<file path="config.mk">
export PLATFORM = sky130hd
export DESIGN_NAME = weight_mem_arbiter
export DESIGN_NICKNAME = d
export VERILOG_FILES = /design/src/rtl/weight_mem_arbiter.sv
export SDC_FILE = /design/constraint.sdc
export NUM_CORES = 1
export LEC_CHECK = 0
export ABC_AREA = 1
export CAP_MARGIN = 20
export CORE_AREA = 3 3 86 88
export CTS_CLUSTER_SIZE = 8
export DETAILED_ROUTE_END_ITERATION = 8
export DIE_AREA = 0 0 89 91
export DONT_BUFFER_PORTS = 1
export GPL_TIMING_DRIVEN = 0
export PLACE_DENSITY = 0.41
export SETUP_SLACK_MARGIN = 0.1
export SYNTH_ARGS = -nofsm -noshare
export SYNTH_HDL_FRONTEND = slang
export SYNTH_SLANG_ARGS = --single-unit
export TNS_END_PERCENT = 30
</file>
<file path="constraint.sdc">
create_clock -name clk -period 3.1 [get_ports clk]
set_clock_uncertainty 0.05 [all_clocks]
set_input_delay 0.62 -clock clk [delete_from_list [all_inputs] [get_ports clk]]
set_output_delay 0.62 -clock clk [all_outputs]
set_load 0.005 [all_outputs]
</file>
<file path="src/rtl/weight_mem_arbiter.sv">
// -----------------------------------------------------------------------------
// weight_mem_arbiter
//
// Purpose:
//    Arbitrates three burst requesters onto a single weight RAM port. Each
//    granted burst moves NUM_UNKNOWNS consecutive words (one per unknown),
//    starting at the requester's base address and wrapping modulo 2^ADDR_W.
//    The ROM loader (requester 0) has fixed highest priority. The trainer
//    writeback (requester 1) and host readout (requester 2) share the
//    remaining bandwidth through a 1-bit round-robin pointer. Every burst is
//    followed by a one-cycle GAP turnaround, and then by at least one IDLE
//    cycle before the next grant.
//
// Ports:
//    clk        - system clock; all state updates on its rising edge
//    rst        - asynchronous, active-high reset
//    freeze     - when 1, no new grant is issued (a running burst still ends)
//    req[2:0]   - burst requests: bit0 ROM, bit1 trainer, bit2 host
//    we[2:0]    - per-requester write (1) / read (0) selection
//    base_addr  - per-requester burst base address, requester i in slice i
//    wdata      - per-requester write data, supplied per beat, slice i
//    mem_rdata  - RAM read data, valid one cycle after a read access
//    gnt[2:0]   - one-hot grant, held for the whole burst
//    beat_idx   - current beat number within the burst
//    burst_done - pulse on the last beat of a burst
//    mem_en     - RAM enable, high for every beat of a burst
//    mem_we     - RAM write strobe
//    mem_addr   - RAM address
//    mem_wdata  - RAM write data
//    rd_valid   - one-hot read-data qualifier, one cycle after each read beat
//    rd_data    - returned read word
// -----------------------------------------------------------------------------
module weight_mem_arbiter #(
   parameter int NUM_UNKNOWNS = 2,
   parameter int ADDR_W       = 4,
   parameter int DATA_W       = 32
) (
   input  logic                          clk,
   input  logic                          rst,
   input  logic                          freeze,
   input  logic [2:0]                    req,
   input  logic [2:0]                    we,
   input  logic [3*ADDR_W-1:0]           base_addr,
   input  logic [3*DATA_W-1:0]           wdata,
   input  logic [DATA_W-1:0]             mem_rdata,
   output logic [2:0]                    gnt,
   output logic [$clog2(NUM_UNKNOWNS):0] beat_idx,
   output logic                          burst_done,
   output logic                          mem_en,
   output logic                          mem_we,
   output logic [ADDR_W-1:0]             mem_addr,
   output logic [DATA_W-1:0]             mem_wdata,
   output logic [2:0]                    rd_valid,
   output logic [DATA_W-1:0]             rd_data
);

   localparam int BEAT_W = $clog2(NUM_UNKNOWNS) + 1;
   localparam logic [BEAT_W-1:0] LAST_BEAT = BEAT_W'(NUM_UNKNOWNS - 1);

   typedef enum logic [1:0] {
      IDLE  = 2'd0,
      BURST = 2'd1,
      GAP   = 2'd2
   } state_t;

   // --------------------------------------------------------------------------
   // State
   // --------------------------------------------------------------------------
   state_t              state_reg,    state_next;
   logic [2:0]          gnt_reg,      gnt_next;
   logic                we_reg,       we_next;
   logic [ADDR_W-1:0]   base_reg,     base_next;
   logic [BEAT_W-1:0]   beat_reg,     beat_next;
   logic                rr_ptr_reg,   rr_ptr_next;   // 0 favours trainer, 1 favours host
   logic [2:0]          rd_valid_reg, rd_valid_next;

   // Candidate grant, evaluated every cycle but only taken in IDLE.
   logic [2:0]          grant_sel;
   logic [ADDR_W-1:0]   base_sel;
   logic                we_sel;
   logic [DATA_W-1:0]   wdata_sel;

   logic                in_burst;
   logic                last_beat;

   // --------------------------------------------------------------------------
   // Priority / round-robin selection
   // --------------------------------------------------------------------------
   always_comb begin
      grant_sel = 3'b000;
      if (req[0]) begin
         grant_sel = 3'b001;
      end else if (req[1] && req[2]) begin
         grant_sel = rr_ptr_reg ? 3'b100 : 3'b010;
      end else if (req[1]) begin
         grant_sel = 3'b010;
      end else if (req[2]) begin
         grant_sel = 3'b100;
      end
   end

   // --------------------------------------------------------------------------
   // One-hot AND-OR muxes: base/we follow the candidate grant (latched at the
   // grant edge), write data follows the registered grant (live per beat).
   // --------------------------------------------------------------------------
   logic [ADDR_W-1:0] base_masked  [3];
   logic [DATA_W-1:0] wdata_masked [3];

   genvar gi;
   for (gi = 0; gi < 3; gi++) begin : g_req_mux
      assign base_masked[gi]  = grant_sel[gi] ? base_addr[gi*ADDR_W +: ADDR_W] : '0;
      assign wdata_masked[gi] = gnt_reg[gi]   ? wdata[gi*DATA_W +: DATA_W]     : '0;
   end

   assign base_sel  = base_masked[0]  | base_masked[1]  | base_masked[2];
   assign wdata_sel = wdata_masked[0] | wdata_masked[1] | wdata_masked[2];
   assign we_sel    = |(we & grant_sel);

   assign in_burst  = (state_reg == BURST);
   assign last_beat = (beat_reg == LAST_BEAT);

   // --------------------------------------------------------------------------
   // FSM: state register
   // --------------------------------------------------------------------------
   always_ff @(posedge clk or posedge rst) begin
      if (rst) begin
         state_reg    <= IDLE;
         gnt_reg      <= 3'b000;
         we_reg       <= 1'b0;
         base_reg     <= '0;
         beat_reg     <= '0;
         rr_ptr_reg   <= 1'b0;
         rd_valid_reg <= 3'b000;
      end else begin
         state_reg    <= state_next;
         gnt_reg      <= gnt_next;
         we_reg       <= we_next;
         base_reg     <= base_next;
         beat_reg     <= beat_next;
         rr_ptr_reg   <= rr_ptr_next;
         rd_valid_reg <= rd_valid_next;
      end
   end

   // --------------------------------------------------------------------------
   // FSM: next state
   // --------------------------------------------------------------------------
   always_comb begin
      state_next  = state_reg;
      gnt_next    = gnt_reg;
      we_next     = we_reg;
      base_next   = base_reg;
      beat_next   = beat_reg;
      rr_ptr_next = rr_ptr_reg;

      // A read beat this cycle means the RAM answers next cycle; the
      // qualifier is simply the grant delayed by one cycle.
      rd_valid_next = (in_burst && !we_reg) ? gnt_reg : 3'b000;

      case (state_reg)
         IDLE: begin
            if (!freeze && (req != 3'b000)) begin
               state_next = BURST;
               gnt_next   = grant_sel;
               we_next    = we_sel;
               base_next  = base_sel;
               beat_next  = '0;
               // Only trainer/host grants move the pointer; ROM grants leave it.
               if (!grant_sel[0]) begin
                  rr_ptr_next = ~rr_ptr_reg;
               end
            end
         end

         BURST: begin
            // Inputs are ignored here: a started burst always completes.
            if (last_beat) begin
               state_next = GAP;
               gnt_next   = 3'b000;
               beat_next  = '0;
            end else begin
               beat_next = beat_reg + 1'b1;
            end
         end

         GAP: begin
            state_next = IDLE;
         end

         default: begin
            state_next = IDLE;
            gnt_next   = 3'b000;
            beat_next  = '0;
         end
      endcase
   end

   // --------------------------------------------------------------------------
   // Outputs: everything beat-related is gated by BURST so IDLE and GAP
   // drive zeros.
   // --------------------------------------------------------------------------
   assign gnt        = gnt_reg;
   assign mem_en     = in_burst;
   assign mem_we     = in_burst & we_reg;
   assign beat_idx   = in_burst ? beat_reg : '0;
   assign burst_done = in_burst & last_beat;
   assign mem_addr   = in_burst ? (base_reg + ADDR_W'(beat_reg)) : '0;
   assign mem_wdata  = in_burst ? wdata_sel : '0;

   // rd_data passes the RAM output straight through in the response cycle,
   // so a reset (which clears rd_valid_reg) drops any in-flight word.
   assign rd_valid = rd_valid_reg;
   assign rd_data  = (rd_valid_reg != 3'b000) ? mem_rdata : '0;

endmodule

</file>
## Word-level counts from Yosys, hierarchy flattened

Index checks and enable logic that the tools add are counted.

| word-level totals | value |
|---|---|
| flip-flop bits (word level) | 16 |
| input bits | 149 |
| output and inout port bits | 79 |
| logic and storage cells | 63 |

| cells by class | value |
|---|---|
| add/subtract/negate cells | 2 |
| equality and inequality tests | 5 |
| multiplexer cells | 25 |
| bitwise operators | 10 |
| reductions and logical operators | 14 |

Operator list:

| operator | number |
|---|---|
| 2-to-1 mux 32 bit | 5 |
| bitwise OR 32 bit | 2 |
| 2-to-1 mux 3 bit | 8 |
| 2-to-1 mux 4 bit | 4 |
| 2-to-1 mux 2 bit | 5 |
| one-hot mux 3 bit (3 select lines) | 1 |
| bitwise OR 4 bit | 2 |
| one-hot mux 2 bit (3 select lines) | 1 |
| AND reduction 2 bit | 3 |
| AND reduction 3 bit | 2 |
| nonzero test 3 bit | 2 |
| adder 4 x 2 -> 4 bit | 1 |
| == test 2 x 1 -> 1 bit, second input constant | 2 |
| one-hot mux 2 bit (2 select lines) | 1 |
| bitwise AND 3 bit | 1 |
| logical AND 1 bit | 3 |
| inverter 1 bit | 3 |
| OR reduction 3 bit | 1 |
| adder 2 x 1 -> 2 bit, second input constant | 1 |
| bitwise AND 1 bit | 2 |
| == test 2 bit, second input constant | 1 |
| logical NOT 1 bit | 2 |
| logical NOT 2 bit | 1 |
| inequality test 2 x 1 -> 1 bit, second input constant | 1 |
| inequality test 2 bit, second input constant | 1 |

## Logic depth before layout (Yosys ltp)

Gate-level depths: netlist of the first run.

| logic depth | value |
|---|---|
| word-level depth | 7 |
| mapped depth | 8 |
| gate-level depth less buffers | 7 |

## Worst setup path after synthesis of the first run

OpenSTA, ideal clock, no wires.

| path | value |
|---|---|
| path kind | reg-to-output |
| start point | register base_reg[0] |
| end point | output port mem_addr[1] |
| arrival | 1,188 ps |
| data required time | 2,430 ps |
| setup slack | 1,242 ps |
| cell stages (with the launch flop) | 5 |
| path buffers | 0 |
| cell sequence | dfrtp_1 > ha_1 > fa_1 > inv_1 > nor2_1 |

| on the way | value |
|---|---|
| cells in the longest elaborated chain, start to end | 2 |

Ends and longest elaborated chain:

| what | line | RTL |
|---|---|---|
| start: declaration | 72 | `logic [ADDR_W-1:0] base_reg, base_next;` |
| start signal: assignment | 138 | `base_reg <= base_next;` |
| adder 4 x 2 -> 4 bit | 207 | `assign mem_addr = in_burst ? (base_reg + ADDR_W'(beat_reg)) : '0;` |
| 2-to-1 mux 4 bit | 207 |  |
| end: declaration | 51 | `output logic [ADDR_W-1:0] mem_addr,` |

Every way passes these cells.

## Worst setup path after layout of the first run

| path | value |
|---|---|
| start point | register beat_reg[1] |
| end point | output port mem_addr[3] |

| on the way | value |
|---|---|
| cells in the longest elaborated chain, start to end | 2 |

Ends and longest elaborated chain:

| what | line | RTL |
|---|---|---|
| start: declaration | 73 | `logic [BEAT_W-1:0] beat_reg, beat_next;` |
| start signal: assignment | 139 | `beat_reg <= beat_next;` |
| adder 4 x 2 -> 4 bit | 207 |  |
| 2-to-1 mux 4 bit | 207 |  |

Every way passes these cells.

==> summary by stage, run 1 <==
Outcome
The run finished with clean final reports.

Logic synthesis
The synthesized-area fraction occupied by ao, oa, aoi and oai cells is 1.49%. After synthesis, the largest family of logic cells by area is simple AND/OR/NAND/NOR gates. The synthesized netlist devotes 0.416% of its cell area to XOR and XNOR gates.

The per-instance average area after synthesis is 5.21 µm². The proportion of synthesized area in mux cells is 0%. The synthesized netlist devotes 2.14% of its cell area to adder and majority cells.

For this run, the number of Yosys warnings is 0. The number of nets handed over by synthesis was 556. The share of the Yosys chip area taken by registers is 19.0%. The count of cell types in the netlist is 25. The number of register bits inferred by synthesis is 16. The netlist area before placement is 2100 µm². The simple-gate portion of the synthesized area is 55.4%. Synthesis produced a netlist whose cell count is 404.

Critical path
The endpoint type of the worst setup path is an output pin. The nature of the critical path startpoint is a register. The register-to-register setup slack is 1890 ps. The worst register-to-register path ends at gnt[1]. Along the worst path, the maximum fanout reaches 6. The startpoint of the worst-slack reg-to-reg timing path is state_reg[1].

The logic depth of the worst register-to-register path is 5. STA puts the critical path data arrival time at 1590 ps. The critical path class is register to output pin. At the worst endpoint, the required time is 2430 ps.

STA
Setup violations remaining at the end of the flow were counted as 0. The measured slew at the worst slew-check pin is 652 ps. The number of hold violations in the final report is 0. For the final routed database, the setup TNS stands at 0 ps. The post-route minimum period is 2260 ps.

The maximum frequency from static timing analysis is 0.443 GHz. The minimum setup slack in the final design is 844 ps. Setup repair after global routing left no endpoint under its margin. The number of slew-limit violations in the final report is 0. The relative slew slack is 56.5%. Across all hold checks on the routed design, the worst slack comes to 296 ps. The final period utilization is 72.8%.

Power
The internal power of the cells totals 0.811 mW. The combinational group share of total power is 70.3%. For this design the total switching power over the nets is 0.971 mW. Summed over all cells, the static leakage comes to 1.48 nW.

The fraction of power consumed by the clock network is 10.4%. The switching power as a share of total power is 54.5%. The maximum vdd drop is 0.440 mV.

Registers are responsible for 19.3% of the overall power. The power density over the cells is 789 nW/µm².

Final layout
The repair_antennas step left the layout with diodes totalling 0. The number of flip-flops in the largest register is 4. The core utilization of the finished layout is 33.6%. After the last flow step, the layout net total stands at 561. Leaving out fill and tap cells, the most frequent cells in the layout are sky130_fd_sc_hd__nand2_1, sky130_fd_sc_hd__inv_1, sky130_fd_sc_hd__nor2_1. Relative to the synthesized area, the layout overhead comes to 7.38%. Leaving out fill and tap cells, the most frequent cell in the layout is sky130_fd_sc_hd__nand2_1. Leaving out filler cells and counting taps, the final layout contains 488.

The share of cells above drive strength 1 is 9.07%.

Placement
The total instance count after detailed placement is 484. The count of buffers from port buffering is 0. The last weighted congestion value of the routability-driven placer is 0.788.

OpenSTA, run right after detailed placement, puts the worst setup slack at 1070 ps. The total half-perimeter wirelength after legalization and detailed placement is 6400 µm.

Die
Pin placement for this block handled 228 I/O pins. The floorplan step defined a core boundary enclosing 6720 µm². The floorplan has 30 rows. The die covers 8100 µm². The die boundary width is 89 µm. The starting density of the core is 31.3%. The y dimension of the die is 91 µm.

Global route
The remaining global-route overflow is 0. The global-route total usage across every layer is 17.2%. Entering global routing, the biggest net connects 17 pins. The number of global-route vias before repair is 2231.

The first global-routing pass estimated 11200 µm of wire. The initial antenna violation count came to 1.

Route
For this run, design rule violations remaining after detail routing come to 0. The number of search-and-repair iterations in the first detailed-routing pass is 6. The number of DRC markers after the initial detailed-route iteration is 45. The routed design has 7550 µm of wire. The mean number of vias per cell is 4.73.

The count of nets left with antenna violations once routing finished came out at 0. The detailed-route wire length per cell is 15.5 µm. Detailed routing inserted a total of 2307 vias.

Clocking
After clock tree synthesis, the clock-pin slew on the worst setup and hold paths is 60 ps. The cts-stage hold buffer count is 0. The root buffer cell chosen for the clock tree is sky130_fd_sc_hd__clkbuf_8. Buffers added to address setup during post-CTS repair amount to 0. CTS saw 16 sinks.

The insertion delay to the later sink of the worst-skew pair is 250 ps. TritonCTS built the clock tree. The H-tree depth is 1.

In this run, CTS created clock tree buffers numbering 3. The clock passes through at most 2 buffers. The number of cells upsized or downsized after cts is 0.

Flow run
Across the run, the number of max-cap violations was 0.

Worst hold path
In this run the worst hold path is classified as input pin to async pin.
-- layer usage --
layer | up-vias | GRT usage, % | routed length (µm)
met5 | - | 0 | 7
met4 | 2 | 2.61 | 60
met3 | 8 | 4.63 | 697
met2 | 110 | 31.7 | 3910
met1 | 997 | 19.8 | 2880
li1 | 1190 | - | -
-- worst max-delay path by stage --
stage	depth (start not counted)	startpoint	endpoint
floorplan	4	base_reg[0]	mem_addr[1]
global placement	6	beat_reg[1]	mem_addr[3]
detailed placement	6	beat_reg[1]	mem_addr[3]
CTS	6	beat_reg[1]	mem_addr[3]
global route	4	base_reg[0]	mem_addr[1]
finish	6	beat_reg[1]	mem_addr[3]
-- cell families (layout without fill, tap and decap cells) --
family / count (synthesis) / after routing
and+or+nand+nor: 277 / 277
adders and majority gates: 3 / 3
xor gates and xnor gates: 1 / 1
DFF: 16 / 16
buffers and inverters: 103 / 107
AOI/OAI and AO/OA: 4 / 4
-- stage by stage --
step	cell area (µm²)	total power, mW
6_report	2260	1.78
5_1_grt	2260	2.01
4_1_cts	2260	1.82
3_5_place_dp	2200	1.63
3_3_place_gp	2200	1.61
2_1_floorplan	2100	1.34
-- Yosys cell counts, drive strengths merged --
| library cell | n | share of area (%) |
|---|---|---|
| fa | 1 | 0.95 |
| nand3 | 48 | 12 |
| a21oi | 1 | 0.24 |
| nor3 | 3 | 0.95 |
| xnor2 | 1 | 0.42 |
| buf | 20 | 6.3 |
| dfrtp | 16 | 19 |
| o21ai | 3 | 1.2 |
| nor2 | 51 | 9.2 |
| clkinv | 1 | 0.42 |
| nand4 | 6 | 1.8 |
| inv | 82 | 15 |
| ha | 2 | 1.2 |
| nand2 | 169 | 31 |
-- cell type report --
class                           count  area (µm²)
Buffer                             20         133
Inverter                           83         319
Fill cell                         784        4460
Sequential cell                    16         400
Tap cell                           80         100
Multi-Input combinational cell    285        1250
Clock buffer                        4        55.1
-- critical path, cell delays in order (launching register included) --
cell and delay, ps:
sky130_fd_sc_hd__dfrtp_1 520, sky130_fd_sc_hd__ha_1 290, sky130_fd_sc_hd__nand2_1 60, sky130_fd_sc_hd__inv_1 30, sky130_fd_sc_hd__o21ai_0 200, sky130_fd_sc_hd__nor2_1 60
sky130_fd_sc_hd__nor2_1 170
-- power by group through the flow --
stage	clock network (mW)	registers [mW]	logic, mW
CTS	0.194	0.345	1.28
global route	0.202	0.355	1.46
finish	0.186	0.344	1.25
detailed placement	0	0.349	1.28
floorplan	0	0.329	1.01
global placement	0	0.348	1.27
Power figures use the tool's default switching activity.
==> run 2, diff against run 1 <==
--- a/config.mk
+++ b/config.mk
@@ -7,13 +7,13 @@
 export LEC_CHECK = 0
 export ABC_AREA = 1
 export CAP_MARGIN = 20
-export CORE_AREA = 3 3 86 88
+export CORE_AREA = 3 3 88 90
 export CTS_CLUSTER_SIZE = 8
 export DETAILED_ROUTE_END_ITERATION = 8
-export DIE_AREA = 0 0 89 91
+export DIE_AREA = 0 0 91 93
 export DONT_BUFFER_PORTS = 1
 export GPL_TIMING_DRIVEN = 0
-export PLACE_DENSITY = 0.41
+export PLACE_DENSITY = 0.4
 export SETUP_SLACK_MARGIN = 0.1
 export SYNTH_ARGS = -nofsm -noshare
 export SYNTH_HDL_FRONTEND = slang
==> constraint.sdc (replaced) <==
create_clock -name clk -period 1.9 [get_ports clk]
set_clock_uncertainty 0.05 [all_clocks]
set_input_delay 0.38 -clock clk [delete_from_list [all_inputs] [get_ports clk]]
set_output_delay 0.38 -clock clk [all_outputs]
set_load 0.005 [all_outputs]
==> run 2 against run 1 <==
Against the previous run:
- register-to-register slack got worse by 1200 ps
- critical path depth decreased by 2
- final area is 15% higher
- clock power grew 66%
- combinational power up 100%
- die area up 4.5%
- routed wire length rose by 1.2%
- via count is 4.0% higher
- total power increased by 93%
==> summary by stage, run 2 (synthesis gave the netlist of run 1 again) <==
STA
The relative slew slack is 58.2% (+1.7 points). The post-route minimum period is 1900 ps. The total negative slack for setup checks is 0 ps (unchanged). The measured slew at the worst slew-check pin is 626 ps (-26.2 ps). Setup repair after global routing could not meet its margin everywhere. The tightest hold margin was 35.2 ps (-261 ps). The minimum setup slack in the final design was 4.60 ps (-840 ps). The number of hold violations in the final report is 0 (unchanged). The final setup violation count is 0 (unchanged). The number of slew-limit violations in the final report is 0 (unchanged).

Based on the critical path, the design can be clocked at up to 0.528 GHz. In the finished design, the share of the clock period the worst path needs comes to 99.8%.

Power
The combinational group share of total power is 74.1% (+3.8 points). The internal power consumption is 1.65 mW (+100%). The register share of total power is 17.0% (-2.3 points). The static leakage came to 1.53 nW (+2.9%). The power after layout is 3.44 mW (+93%). The fraction of power consumed by the clock network is 8.9% (-1.5 points). The maximum vdd drop is 0.450 mV (+2.4%). The power dissipated by switching net loads is 1.79 mW (+84%). The power density over the cells was 1320 nW/µm² (+67%). The switching power as a share of total power came to 51.9% (-2.6 points).

Clocking
TritonCTS built the clock tree. The cts-stage hold buffer count was 0 (unchanged). The H-tree depth is 1 (unchanged). The maximum clock insertion buffer count is 2 (unchanged). The clock sink count came to 16 (unchanged). The clock edge transition at the registers on the reported setup and hold paths came to 70 ps (about the same).

The insertion delay to the later sink of the worst-skew pair was 250 ps (about the same). Clock tree synthesis selected as its root buffer the cell sky130_fd_sc_hd__clkbuf_8. The number of buffers inserted during clock tree synthesis came to 3 (unchanged).

Final layout
The number of inserted filler cells in the final layout is 809 (+3.2%). The most frequent standard cell in the layout excluding fill and tap cells is sky130_fd_sc_hd__nand2_1. The number of nets in the layout is 569 (+1.4%).

The number of flip-flops in the largest register is 4 (unchanged). The count of inserted antenna diode cells is 0 (unchanged). The share of cells above drive strength 1 was 20.0% (+11 points).

The top cell types in the final layout, fill and taps aside, are sky130_fd_sc_hd__nand2_1, sky130_fd_sc_hd__inv_1, sky130_fd_sc_hd__nand3_1. The post-route standard cell area excluding fillers is 2610 µm² (+15%). Relative to the synthesized area, the layout overhead comes to 23.9%.

Die
The number of I/O pins came to 228 (unchanged). The core area is 7140 µm² (+6.2%). The y dimension of the die is 93 µm (+2.2%).

The number of standard-cell rows in the floorplan is 31 (+3.3%). The floorplan die area is 8460 µm² (+4.5%). The starting density of the core is 29.5% (-1.8 points). The die boundary width is 91 µm (+2.2%).

Critical path
The register-to-register setup slack is 680 ps (-1210 ps). The nature of the critical path startpoint is a register. The startpoint of the worst-slack reg-to-reg timing path is state_reg[1]. The origin of the worst setup path is beat_reg[0].

The critical path class is register to output pin. The endpoint type of the worst setup path is an output pin. The arrival time of the worst setup path is 1470 ps (-120 ps). The top fanout value on the critical path was 2 (-4). The data required time at the worst endpoint is 1470 ps (-960 ps).

Global route
The remaining global-route overflow is 0 (unchanged). The first-pass GRT wire length came to 10900 µm (-2.5%). The routing usage on met3 came to 3.14% (-1.5 points). The routing usage on met2 is 28.9% (-2.8 points). The number of global-route vias before repair is 2122 (-4.9%).

The global-route total usage across every layer was 15.6% (-1.6 points). The maximum number of pins on one net before global-route repair is 17 (unchanged). The layer flagged by global routing as most heavily used is met2.

The initial antenna violation count came to 0 (-1). The met1 global-route usage is 18.1% (-1.6 points).

Placement
The placement-stage worst setup slack came to 178 ps (-896 ps). The count of buffers from port buffering is 0 (unchanged). The placement-stage cell area is 2230 µm² (+1.1%). The last weighted congestion value of the routability-driven placer is 0.739 (-6.2%).

The total half-perimeter wirelength after legalization and detailed placement is 6290 µm (-1.7%).

Route
The detailed-route DRC error count came to 0 (unchanged). The number of routed nets with antenna violations was 0 (unchanged). The mean number of vias per cell is 4.66 (-1.4%). The total wire length came to 7640 µm (+1.2%).

The number of search-and-repair iterations in the first detailed-routing pass was 4 (-2). The number of DRC markers after the initial detailed-route iteration is 65 (+44%). The via count is 2400 (+4.0%).

The detailed-route wire length per cell came to 14.8 µm (-4.1%).

Worst hold path
The class of the most critical hold timing path is input pin to async pin.

Outcome
The run finished with clean final reports.

Flow run
The number of max-cap violations is 0 (unchanged).
## run 2: changes by cell type in the layout (fill, tap and decap cells not counted), moves of 8 or more
cell                     change
sky130_fd_sc_hd__nor2_1     -25
sky130_fd_sc_hd__nor2_4     +16
sky130_fd_sc_hd__buf_2      -12
sky130_fd_sc_hd__buf_6      +10
sky130_fd_sc_hd__nor2_2      +9
sky130_fd_sc_hd__buf_4       +8
## run 2: worst paths after layout
path                          endpoint  cells after the start
setup reg to reg           base_reg[0]                      5
setup / recovery           mem_addr[1]                      4
min in group clk            rr_ptr_reg                      3
max in group asynchronous  base_reg[1]                      1
hold reg to reg            base_reg[3]                      2
hold / removal                  gnt[2]                      1
## run 2: metal layers
layer	vias to the layer above	wire length [µm]
met5	-	0
met4	0	116
met3	8	595
met2	118	4100
met1	1063	2840
li1	1211	-
## run 2: critical path: stages, from the launching register on
cell	delay (ps)
sky130_fd_sc_hd__dfrtp_1	380
sky130_fd_sc_hd__ha_2	200
sky130_fd_sc_hd__fa_2	520
sky130_fd_sc_hd__inv_2	40
sky130_fd_sc_hd__nor2_4	70
## run 2: power groups by stage
stage | Combinational, mW | Sequential, mW | Clock, mW
final | 2.55 | 0.585 | 0.308
after global routing | 2.88 | 0.606 | 0.337
after CTS | 2.19 | 0.576 | 0.311
after detailed placement | 2.06 | 0.571 | 0
after global placement | 2.07 | 0.571 | 0
after floorplan | 1.65 | 0.537 | 0
## run 2: what timing repair did
item / 4_1_cts / 5_1_grt
setup buffers: 4 / 4
endpoints found under the setup margin: 38 / 63
gates resized for setup: 16 / 74
pin swaps: 7 / 16
hold endpoints to repair: 0 / 0
## run 2: metrics by stage
| step | instances | utilization (%) |
|---|---|---|
| 6_report | 515 | 36.5 |
| 5_1_grt | 515 | 36.5 |
| 4_1_cts | 511 | 33.0 |
| 3_5_place_dp | 503 | 31.2 |
| 3_3_place_gp | 503 | 31.2 |
| 2_1_floorplan | 404 | - |
## run 2: cell type report
cell class | count | area (µm²) | area share, %
clock buffer | 4 | 55.1 | 2.11
inverter | 83 | 319 | 12.2
tap | 99 | 124 | 4.75
sequential | 16 | 404 | 15.5
buffer | 20 | 208 | 7.97
timing repair buffer | 8 | 67.6 | 2.59
multi-input combinational | 285 | 1430 | 54.8
